## src/rtl/game_pkg.sv

```systemverilog
// Shared types for the game event recorder and the counter bench.
// Event types, WHO/ctrl codes, game phase enum, record width helper.
package game_pkg;

  typedef enum logic [1:0] {
    NONE = 2'b00,
    LOSE = 2'b01,
    WIN  = 2'b10,
    OVER = 2'b11
  } evt_type_e;

  localparam logic [1:0] WHO_NONE   = 2'b00;
  localparam logic [1:0] WHO_LOSER  = 2'b01;
  localparam logic [1:0] WHO_WINNER = 2'b10;

  localparam logic [1:0] UP1 = 2'b00;
  localparam logic [1:0] UP2 = 2'b01;
  localparam logic [1:0] DN1 = 2'b10;
  localparam logic [1:0] DN2 = 2'b11;

  typedef enum logic [1:0] {
    IDLE = 2'b00,
    RUN  = 2'b01,
    DONE = 2'b10
  } game_state_e;

  function automatic int rec_w(input int ts_w);
    return 4 + ts_w;
  endfunction

endpackage

```

## src/rtl/game_event_recorder_if.sv

```systemverilog
// Event record stream: show-ahead data with valid/ready handshake.
// The recorder drives through master, the consumer through slave.
interface game_event_recorder_if #(
  parameter int TS_W = 16
);
  import game_pkg::*;

  logic [rec_w(TS_W)-1:0] evt_data;
  logic                   evt_valid;
  logic                   evt_ready;

  modport master (
    output evt_data,
    output evt_valid,
    input  evt_ready
  );

  modport slave (
    input  evt_data,
    input  evt_valid,
    output evt_ready
  );

endinterface

```

## src/rtl/game_evt_fifo.sv

```systemverilog
// Synchronous show-ahead FIFO for event records.
// A push into a full FIFO only lands when a pop frees the slot.
module game_evt_fifo #(
  parameter int W     = 20,
  parameter int DEPTH = 8
) (
  input  logic         clk,
  input  logic         rst,
  input  logic         clr,
  input  logic         push,
  input  logic         pop,
  input  logic [W-1:0] din,
  output logic [W-1:0] dout,
  output logic         full,
  output logic         empty
);

  localparam int AW = $clog2(DEPTH);
  localparam logic [AW:0]   CAP  = (AW+1)'(DEPTH);
  localparam logic [AW:0]   CONE = 1;
  localparam logic [AW-1:0] PONE = 1;

  logic [W-1:0]  mem [DEPTH];
  logic [AW-1:0] wr_ptr;
  logic [AW-1:0] rd_ptr;
  logic [AW:0]   cnt;
  logic          do_pop;
  logic          do_push;

  assign empty   = (cnt == '0);
  assign full    = (cnt == CAP);
  assign do_pop  = pop && !empty;
  assign do_push = push && (!full || do_pop);
  assign dout    = empty ? '0 : mem[rd_ptr];

  // Pointer and occupancy bookkeeping; clear flushes like reset.
  always_ff @(posedge clk) begin
    if (rst || clr) begin
      wr_ptr <= '0;
      rd_ptr <= '0;
      cnt    <= '0;
    end else begin
      if (do_push) wr_ptr <= wr_ptr + PONE;
      if (do_pop)  rd_ptr <= rd_ptr + PONE;
      if (do_push && !do_pop)
        cnt <= cnt + CONE;
      else if (do_pop && !do_push)
        cnt <= cnt - CONE;
    end
  end

  // Storage array, written on accepted pushes.
  always_ff @(posedge clk) begin
    if (do_push && !rst && !clr)
      mem[wr_ptr] <= din;
  end

endmodule

```

## src/rtl/game_event_recorder.sv

```systemverilog
// Timestamped recorder of counter result pulses with win/lose tallies.
// Optional GAME_ROUND_CHECK_EN adds a sticky mismatch output.
module game_event_recorder
  import game_pkg::*;
#(
  parameter int COUNTER_SIZE = 4,
  parameter int TS_W         = 16,
  parameter int FIFO_DEPTH   = 8
) (
  input  logic                    clk,
  input  logic                    rst_l,
  input  logic                    init,
  input  logic                    loser,
  input  logic                    winner,
  input  logic                    gameover,
  input  logic [1:0]              who,
  game_event_recorder_if.master   evt,
  output logic [COUNTER_SIZE-1:0] win_tally,
  output logic [COUNTER_SIZE-1:0] lose_tally,
`ifdef GAME_ROUND_CHECK_EN
  output logic                    mismatch,
`endif
  output logic                    game_done,
  output logic                    overflow
);

  localparam int RW = rec_w(TS_W);
  localparam logic [COUNTER_SIZE-1:0] TMAX = '1;
  localparam logic [COUNTER_SIZE-1:0] TONE = 1;
  localparam logic [TS_W-1:0]         SONE = 1;

  game_state_e     state;
  game_state_e     state_nxt;
  logic            cap;
  logic [TS_W-1:0] ts;
  logic            rec_push;
  evt_type_e       rec_type;
  logic [1:0]      rec_who;
  logic [RW-1:0]   rec;
  logic            pop;
  logic            full;
  logic            empty;

  // State register.
  always_ff @(posedge clk) begin
    if (rst_l) state <= IDLE;
    else       state <= state_nxt;
  end

  // Next state: init restarts from anywhere, gameover ends a run.
  always_comb begin
    state_nxt = state;
    if (init)
      state_nxt = RUN;
    else if (state == RUN && gameover)
      state_nxt = DONE;
  end

  // Phase-derived outputs; events count only in RUN without init.
  always_comb begin
    game_done = (state == DONE);
    cap       = (state == RUN) && !init;
  end

  // Record selection: gameover over loser over winner.
  always_comb begin
    rec_push = 1'b0;
    rec_type = NONE;
    rec_who  = WHO_NONE;
    if (cap) begin
      if (gameover) begin
        rec_push = 1'b1;
        rec_type = OVER;
        rec_who  = who;
      end else if (loser) begin
        rec_push = 1'b1;
        rec_type = LOSE;
      end else if (winner) begin
        rec_push = 1'b1;
        rec_type = WIN;
      end
    end
  end

  assign rec           = {rec_type, rec_who, ts};
  assign pop           = evt.evt_valid && evt.evt_ready;
  assign evt.evt_valid = !empty;

  game_evt_fifo #(
    .W     (RW),
    .DEPTH (FIFO_DEPTH)
  ) u_fifo (
    .clk   (clk),
    .rst   (rst_l),
    .clr   (init),
    .push  (rec_push),
    .pop   (pop),
    .din   (rec),
    .dout  (evt.evt_data),
    .full  (full),
    .empty (empty)
  );

  // Timestamp, saturating tallies and sticky drop flag.
  always_ff @(posedge clk) begin
    if (rst_l || init) begin
      ts         <= '0;
      win_tally  <= '0;
      lose_tally <= '0;
      overflow   <= 1'b0;
    end else if (cap) begin
      ts <= ts + SONE;
      if (loser) begin
        if (lose_tally != TMAX)
          lose_tally <= lose_tally + TONE;
      end else if (winner) begin
        if (win_tally != TMAX)
          win_tally <= win_tally + TONE;
      end
      if (rec_push && full && !pop)
        overflow <= 1'b1;
    end
  end

`ifdef GAME_ROUND_CHECK_EN
  logic go_ok;

  assign go_ok = (who == WHO_LOSER  && lose_tally == TMAX) ||
                 (who == WHO_WINNER && win_tally  == TMAX);

  // Flag a game that ended without a saturated side, or a double pulse.
  always_ff @(posedge clk) begin
    if (rst_l || init)
      mismatch <= 1'b0;
    else if (cap) begin
      if (gameover && !go_ok)
        mismatch <= 1'b1;
      if (loser && winner)
        mismatch <= 1'b1;
    end
  end
`endif

endmodule

```

## src/flat_wrapper.sv

```systemverilog
// flat-port wrapper written by rule: the top's interface ports become plain ports
module game_event_recorder_flat import game_pkg::*;
#(
  parameter int COUNTER_SIZE = 4,
  parameter int TS_W         = 16,
  parameter int FIFO_DEPTH   = 8
)
  (clk, rst_l, init, loser, winner, gameover, who, win_tally, lose_tally, game_done, overflow, evt_evt_data, evt_evt_valid, evt_evt_ready);
  game_event_recorder_if #(.TS_W(TS_W)) evt_i ();
  input  logic clk;
  input  logic rst_l;
  input  logic init;
  input  logic loser;
  input  logic winner;
  input  logic gameover;
  input  logic [1:0] who;
  output logic [COUNTER_SIZE-1:0] win_tally;
  output logic [COUNTER_SIZE-1:0] lose_tally;
  output logic game_done;
  output logic overflow;
  output wire logic [$bits(evt_i.evt_data)-1:0] evt_evt_data;
  output wire logic [$bits(evt_i.evt_valid)-1:0] evt_evt_valid;
  input wire logic [$bits(evt_i.evt_ready)-1:0] evt_evt_ready;
  assign evt_evt_data = evt_i.evt_data;
  assign evt_evt_valid = evt_i.evt_valid;
  assign evt_i.evt_ready = evt_evt_ready;
  game_event_recorder #(.COUNTER_SIZE(COUNTER_SIZE), .TS_W(TS_W), .FIFO_DEPTH(FIFO_DEPTH)) u_core (.clk(clk), .rst_l(rst_l), .init(init), .loser(loser), .winner(winner), .gameover(gameover), .who(who), .evt(evt_i), .win_tally(win_tally), .lose_tally(lose_tally), .game_done(game_done), .overflow(overflow));
endmodule
```

## config.mk

```make
export PLATFORM = sky130hd
export DESIGN_NAME = game_event_recorder_flat
export DESIGN_NICKNAME = d
export VERILOG_FILES = /design/src/rtl/game_pkg.sv /design/src/rtl/game_event_recorder_if.sv /design/src/rtl/game_evt_fifo.sv /design/src/rtl/game_event_recorder.sv /design/src/flat_wrapper.sv
export SDC_FILE = /design/constraint.sdc
export NUM_CORES = 1
export LEC_CHECK = 0
export CORE_AREA = 2 2 144 146
export DETAILED_ROUTE_END_ITERATION = 10
export DIE_AREA = 0 0 146 148
export MAX_ROUTING_LAYER = met4
export PLACE_DENSITY_LB_ADDON = 0.15
export SKIP_CTS_REPAIR_TIMING = 1
export SLEW_MARGIN = 20
export SYNTH_ARGS = -nofsm -noshare
export SYNTH_HDL_FRONTEND = slang
export SYNTH_SLANG_ARGS = --single-unit
```

## constraint.sdc

```tcl
create_clock -name clk -period 5 [get_ports clk]
set_input_delay 1 -clock clk [delete_from_list [all_inputs] [get_ports clk]]
set_output_delay 1 -clock clk [all_outputs]
set_load 0.02 [all_outputs]
```

==> metrics.log, run 1 <==
INFO  metric avgViaCountPerCell = 5.081
INFO  metric post_synth_net_total = 491
INFO  metric synth.cell_area = 0.007898 mm²
INFO  metric floorplan.die.height = 148 µm
INFO  metric maxCapViolCount = 0
INFO  metric fp-row-count = 52
INFO  metric clk_path_buf_depth = 2
INFO  metric hold_path.class = flip-flop to flip-flop
INFO  metric drt-initial-drc-count = 232
INFO  metric max_freq = 0.2563 GHz
INFO  metric vias = 4095
INFO  metric firstDrtPassIters = 4
INFO  metric port-buffer-count = 39
INFO  metric clock_network_power_share = 39.6%
INFO  metric cts_sinks = 200
INFO  metric yosys_warnings = 0
INFO  metric core_area = 0.02004 mm²
INFO  metric totalNegativeSetupSlack = 0 ns
INFO  metric htree_levels = 4
INFO  metric ir_worst_vdd = 0.2450 mV
INFO  metric startpoint_type = flip-flop
INFO  metric synth_top_flop_cell = edfxtp_1
INFO  metric postRouteWirelength = 15.81 mm
INFO  metric count_of_nets_left_with_antenna_violations_after_detail_routing = 0
INFO  metric ys_seq_area_share = 70.98%
INFO  metric worstSetupEndpointType = output pin
INFO  metric rr_startpoint = u_core.u_fifo.cnt[0]
INFO  metric chip_width = 146 µm
INFO  metric fp.dieArea = 0.02161 mm²
INFO  metric comb_power_share = 7.7%
INFO  metric worstMarginPinSlew = 0.8211 ns
INFO  metric outcome = finished clean
INFO  metric i_o_pin_count = 40
INFO  metric rsz_0062_raised_after_global_routing = false
INFO  metric ys_seq_elements = 200
INFO  metric timing.max_slew.rel_slack = 45.18%
INFO  metric first_global_vias = 4295
INFO  metric clkTransAtPathRegs = 0.07 ns
INFO  metric final-hold-violation-count = 0
INFO  metric power.static_leakage = 2.922 nW
INFO  metric start_util = 39.41%
INFO  metric layout-drive-gt1-share = 17.91%
INFO  metric min_period = 3.901 ns
INFO  metric timing.final.max_slew_violations = 0
INFO  metric r2r.worst_path.cells = 11
INFO  metric synth.largest_area_cell = edfxtp_1
INFO  metric ys_types = 39
INFO  metric track_usage = 15.97%
INFO  metric powerDensity = 367.3 mW/mm²
INFO  metric synthCells = 473
INFO  metric clk-insertion-delay-late = 0.42 ns
INFO  metric timing.critical_path.required = 4.00 ns
INFO  metric most_area_consuming_cells_after_synthesis = edfxtp_1, mux4_2, dfxtp_1
INFO  metric final_min_period_over_clock_period = 78.03%
INFO  metric asyncSetResetFlopFracSynth = 0%
INFO  metric synthToLayoutAreaGrowth = 17.43%
INFO  metric final-setup-viol-count = 0
INFO  metric internal_power = 0.002685 W
INFO  metric yosysTopAreaCellShare = 60.84%
INFO  metric globalRoute.totalOverflow = 0
INFO  metric fillers = 1762
INFO  metric detailed_place_hpwl = 10.19 mm
INFO  metric grt_pass1_wl = 24.67 mm
INFO  metric pin_count_of_the_biggest_net_entering_global_routing = 39
INFO  metric reg2reg_slack = 1.72 ns
INFO  metric routed_wire_length_per_instance = 19.61 µm
INFO  metric critPathArrivalTime = 2.90 ns
INFO  metric insertedDiodeCount = 0
INFO  metric postLayoutCellArea = 0.009274 mm²
INFO  metric timing.critical_path.cells = buf_12 -> mux4_2 -> mux2i_1 -> nor2_1 -> clkdlybuf4s50_1
INFO  metric largest_clock_skew_in_the_final_design = 0.008732 ns
INFO  metric worst_path_largest_cell_delay = 0.71 ns
INFO  metric p_sw_share = 21.20%
INFO  metric pwr-share-seq = 52.6%
INFO  metric final_nets = 541
INFO  metric cp_max_fo = 26
INFO  metric gp_congestion = 0.7757
INFO  metric critPathKind = flip-flop to output pin
INFO  metric p_switching = 0.0007221 W
INFO  metric route.detailed.drc = 0
INFO  metric numCtsBuffers = 17
INFO  metric average_instance_area_after_synthesis = 16.70 µm²
INFO  metric r2r-end = u_core.u_fifo.cnt[3]
INFO  metric dpl_cell_area = 0.008681 mm²
INFO  metric crit_end = evt_evt_data[19]
INFO  metric tritoncts_clock_tree = yes
INFO  metric post_synth_edffs = 160
INFO  metric clock_root_buffer = clkbuf_16
INFO  metric crit_slowest_cell = dfxtp_2
INFO  metric grt_antenna_before_repair = 0
metrics by stage:
step / instances / util [%] / worst slack [ns] / total power, W / hold WS [ns]
2_1_floorplan: 473 / - / 1.273 / 0.001977 / 0.4541
3_3_place_gp: 774 / 43.32 / 1.335 / 0.002095 / 0.4726
4_1_cts: 806 / 46.28 / 1.012 / 0.003440 / 0.4966
5_1_grt: 806 / 46.28 / 0.8337 / 0.003525 / 0.5199
3_5_place_dp: 774 / 43.32 / 1.292 / 0.002097 / 0.4807
6_report: 806 / 46.28 / 1.099 / 0.003407 / 0.4958
metal layers:
metal | part of all wire (%) | track usage (%) | vias to the layer above
met5 | 0 | - | -
met1 | 46 | 20.64 | 2072
li1 | - | - | 1923
met2 | 50 | 25.87 | 80
met4 | 1.4 | 5.534 | 0
met3 | 3.2 | 2.685 | 20
cells in the mapped netlist (3+ instances only):
library cell and count:
nand3_1 15, nor4_1 3, o21ai_0 4, nand4_1 6
nor2_1 62, mux4_2 40, nor3_1 9, xnor2_1 10
dfxtp_1 40, edfxtp_1 160, a21oi_1 10, ha_1 8
inv_1 7, xor2_1 9, clkbuf_1 14, nand2_1 14
and3_1 3, or3_1 6, mux2i_1 25, buf_2 5
worst min-delay path by stage:
stage / start / end / slack [ns] / depth (start not counted)
after CTS: u_core.u_fifo.rd_ptr[1] / flip-flop / 0.50 / 2
after global placement: u_core.u_fifo.rd_ptr[1] / flip-flop / 0.47 / 2
after floorplan: u_core.u_fifo.rd_ptr[1] / flip-flop / 0.45 / 2
after global routing: u_core.u_fifo.rd_ptr[1] / flip-flop / 0.52 / 2
after detailed placement: u_core.overflow / u_core.overflow / 0.48 / 2
final: u_core.u_fifo.rd_ptr[1] / flip-flop / 0.50 / 2
worst max-delay path: cells and delay by family, from the launching register on:
family | cells | cell delay [ns]
mux | 2 | 0.83
flops | 1 | 0.71
buf+inv | 2 | 0.86
simple gates | 1 | 0.07
layout by cell type, fill, tap and decap left out, drive strengths merged, types with 2 or more instances in the layout:
cell           Yosys  final
xor2               9      9
o21ai              4      4
a31oi              2      2
clkdlybuf4s50      0     39
nor2              62     62
mux4              40     40
nand4              6      6
and3               3      3
nand3             15     15
inv                7      8
edfxtp           160    160
nor2b              2      2
or4                2      2
a21oi             10     10
clkbuf            14     22
nand2             14     14
bufinv             0      2
clkinv             0      6
nand2b             2      2
ha                 8      8
nor3               9      9
dfxtp             40     40
mux2i             25     25
nor4               3      3
or3                6      6
buf                7     13
xnor2             10     10
logic make-up (layout without fill, tap and decap cells):
family	after synthesis	after routing	share of synthesized area [%]
fa+ha+maj	9	9	1.521
xor+xnor	19	19	2.107
compound gates	24	24	1.917
simple gates	128	128	7.494
buf+inv	28	91	1.410
mux	65	65	14.58
flops	200	200	70.98
power by group through the flow:
| stage | clock [W] | sequential [W] | combinational, W |
|---|---|---|---|
| after global routing | 0.00145 | 0.00179 | 0.000282 |
| after detailed placement | 0 | 0.00183 | 0.000266 |
| after CTS | 0.00138 | 0.00179 | 0.000267 |
| after floorplan | 0 | 0.00182 | 0.000153 |
| after global placement | 0 | 0.00183 | 0.000264 |
| final | 0.00135 | 0.00179 | 0.000263 |
layout make-up:
type	count	area (µm²)	area share [%]
clock inverter	10	117.6	1.268
inverter	7	26.28	0.2833
tap	270	337.8	3.643
sequential	200	5608	60.47
clock buffer	22	475.5	5.127
multi-input combinational	245	2208	23.81
timing repair buffer	52	500.5	5.397
sequential cells by signal, indices dropped and copies added, names as in the netlist, named ones only:
signal                cells
u_core.lose_tally         4
u_core.u_fifo.mem       160
u_core.u_fifo.cnt         4
u_core.win_tally          4
u_core.state              2
u_core.u_fifo.wr_ptr      3
u_core.overflow           1
u_core.u_fifo.rd_ptr      3
u_core.ts                16
(Power assumes the default switching activity.)
==> inputs of run 2 (changes only) <==
==> constraint.sdc (replaced) <==
create_clock -name clk -period 4 [get_ports clk]
set_input_delay 0.8 -clock clk [delete_from_list [all_inputs] [get_ports clk]]
set_output_delay 0.8 -clock clk [all_outputs]
set_load 0.02 [all_outputs]
==> run 2 against run 1 <==
Against the previous run:
- first-iteration DRC count shrank 3.4%
- via count grew 3.8%
- non-clock buffer count grew 6
- total power grew 27%
- wire length grew 3.5%
- sequential power grew 25%
- register-to-register slack lost 0.73 ns
- global-route usage grew 0.51 points
- sequential share of layout area shrank 0.55 points
- final cell count grew 0.62%
==> metrics.log, run 2 (synthesis results as in run 1) <==
INFO  metric top_layer = met4
INFO  metric dr_wl_met2 = 8.166 mm
INFO  metric final-hold-violation-count = 0
INFO  metric globalRoute.totalOverflow = 0
INFO  metric totalNegativeSetupSlack = 0 ns
INFO  metric i_o_pin_count = 40
INFO  metric rr_startpoint = u_core.u_fifo.cnt[0]
INFO  metric final-setup-viol-count = 0
INFO  metric drt-initial-drc-count = 224
INFO  metric port-buffer-count = 39
INFO  metric worstMarginPinSlew = 0.7783 ns
INFO  metric firstDrtPassIters = 4
INFO  metric vias = 4252
INFO  metric clk-insertion-delay-late = 0.43 ns
INFO  metric timing.final.max_slew_violations = 0
INFO  metric met3RoutedLength = 626 µm
INFO  metric layout.cells.non_filler = 811
INFO  metric route.detailed.drc = 0
INFO  metric insertedDiodeCount = 0
INFO  metric start_util = 39.41%
INFO  metric place_ws = 0.5572 ns
INFO  metric power.static_leakage = 2.957 nW
INFO  metric avgViaCountPerCell = 5.243
INFO  metric gp_congestion = 0.7457
INFO  metric timing.critical_path.required = 3.20 ns
INFO  metric detailed_place_hpwl = 10.28 mm
INFO  metric timing.max_slew.rel_slack = 48.11%
INFO  metric worst_slack = 0.5090 ns
INFO  metric startpoint_type = flip-flop
INFO  metric layout.cells.most_common_list = edfxtp_1, nor2_1, mux4_2
INFO  metric layout.cells.most_common = edfxtp_1
INFO  metric placedCellCount = 780
INFO  metric fp-row-count = 52
INFO  metric timing.critical_path.cells = buf_12 -> mux4_2 -> mux2i_1 -> nor2_1 -> clkdlybuf4s50_1
INFO  metric fillers = 1792
INFO  metric final_nets = 547
INFO  metric ir_worst_vdd = 0.2875 mV
INFO  metric maxCapViolCount = 0
INFO  metric critPathArrivalTime = 2.69 ns
INFO  metric chip_width = 146 µm
INFO  metric path_delay_family = buffers and inverters
INFO  metric cts_sinks = 200
INFO  metric clock_root_buffer = clkbuf_16
INFO  metric hold_path.class = flip-flop to flip-flop
INFO  metric crit_slowest_cell = mux4_2
INFO  metric worstPathBufferInverterCount = 2
INFO  metric top_regs = u_core.u_fifo.mem: 160 flops, u_core.ts: 16 flops
INFO  metric largest_clock_skew_in_the_final_design = 0.009348 ns
INFO  metric grt_pass1_wl = 25.47 mm
INFO  metric pin_count_of_the_biggest_net_entering_global_routing = 39
INFO  metric outcome = finished clean
INFO  metric rsz_0062_raised_after_global_routing = false
INFO  metric clk_path_buf_depth = 2
INFO  metric r2r-end = u_core.u_fifo.cnt[3]
INFO  metric core_area = 0.02004 mm²
INFO  metric track_usage = 16.48%
INFO  metric final_min_period_over_clock_period = 87.28%
INFO  metric first_global_vias = 4376
INFO  metric max_freq = 0.2865 GHz
INFO  metric regMostFlops = u_core.u_fifo.mem
INFO  metric grt_antenna_before_repair = 1
INFO  metric worst_path_largest_cell_delay = 0.56 ns
INFO  metric count_of_nets_left_with_antenna_violations_after_detail_routing = 0
INFO  metric clkTransAtPathRegs = 0.07 ns
INFO  metric min_period = 3.491 ns
INFO  metric postRouteWirelength = 16.37 mm
INFO  metric synthToLayoutAreaGrowth = 18.50%
INFO  metric flip_flop_count_of_the_largest_register_after_layout = 160
INFO  metric critical_path_cell_count = 5
INFO  metric layout-drive-gt1-share = 18.67%
INFO  metric routed_wire_length_per_instance = 20.18 µm
INFO  metric tritoncts_clock_tree = yes
INFO  metric powerDensity = 463.6 mW/mm²
INFO  metric numCtsBuffers = 17
INFO  metric post-layout-total-power = 0.004338 W
INFO  metric cp_max_fo = 32
INFO  metric reg2reg_slack = 0.99 ns
INFO  metric met1_length = 7.355 mm
INFO  metric crit_end = evt_evt_data[19]
INFO  metric htree_levels = 4
INFO  metric r2r.worst_path.cells = 11
INFO  metric fp.dieArea = 0.02161 mm²
INFO  metric critPathKind = flip-flop to output pin
INFO  metric floorplan.die.height = 148 µm
INFO  metric worstSetupEndpointType = output pin
[run 2: report_power, final]
group          switching, W  leakage [nW]  internal [W]  total (W)
clock              0.000727         0.287       0.00104    0.00177
sequential        0.0000111          1.78       0.00223    0.00224
combinational      0.000179         0.888      0.000150   0.000329
total              0.000917          2.96       0.00342    0.00434
[run 2: how the worst min path moves through the flow]
stage | startpoint | to | slack (ns) | depth (start not counted)
after floorplan | u_core.u_fifo.rd_ptr[1] | flip-flop | 0.45 | 2
after global placement | u_core.u_fifo.rd_ptr[1] | flip-flop | 0.46 | 2
after detailed placement | u_core.u_fifo.rd_ptr[1] | flip-flop | 0.47 | 2
after CTS | u_core.u_fifo.rd_ptr[1] | flip-flop | 0.48 | 2
after global routing | u_core.u_fifo.rd_ptr[1] | flip-flop | 0.53 | 2
final | u_core.u_fifo.rd_ptr[1] | flip-flop | 0.48 | 2
[run 2: through the flow]
stage                     area [µm²]  hold WS [ns]  utilization, %
after global placement          8751        0.4613           43.67
after detailed placement        8751        0.4723           43.67
after CTS                       9359        0.4841           46.70
final                           9359        0.4801           46.70
after floorplan                 7898        0.4541               -
after global routing            9359        0.5296           46.70
[run 2: metal layers]
layer | vias to the layer above | global-route usage, %
met2 | 98 | 26.75
met1 | 2197 | 21.48
met4 | 0 | 5.388
met3 | 17 | 2.623
li1 | 1940 | -
met5 | - | -
[run 2: final cells by class]
class	instances	area, µm²	share of cell area [%]
Clock buffer	19	432.9	4.626
Clock inverter	12	175.2	1.872
Inverter	7	26.28	0.2807
Multi-Input combinational cell	245	2208	23.60
Sequential cell	200	5608	59.92
Tap cell	270	337.8	3.610
Timing Repair Buffer	58	570.5	6.096
[run 2: tightest hold or removal path, cell delays in order (launching register included)]
cell	delay [ns]
dfxtp_1	0.32
nand2_1	0.05
a21oi_1	0.07
==> inputs of run 3 (changes only) <==
--- a/config.mk
+++ b/config.mk
@@ -11,7 +11,7 @@
 export MAX_ROUTING_LAYER = met4
 export PLACE_DENSITY_LB_ADDON = 0.15
 export SKIP_CTS_REPAIR_TIMING = 1
-export SLEW_MARGIN = 20
+export SLEW_MARGIN = 15
 export SYNTH_ARGS = -nofsm -noshare
 export SYNTH_HDL_FRONTEND = slang
 export SYNTH_SLANG_ARGS = --single-unit
==> results of run 3 <==
No change in the layout: final DEF, timing and power equal those of run 2.
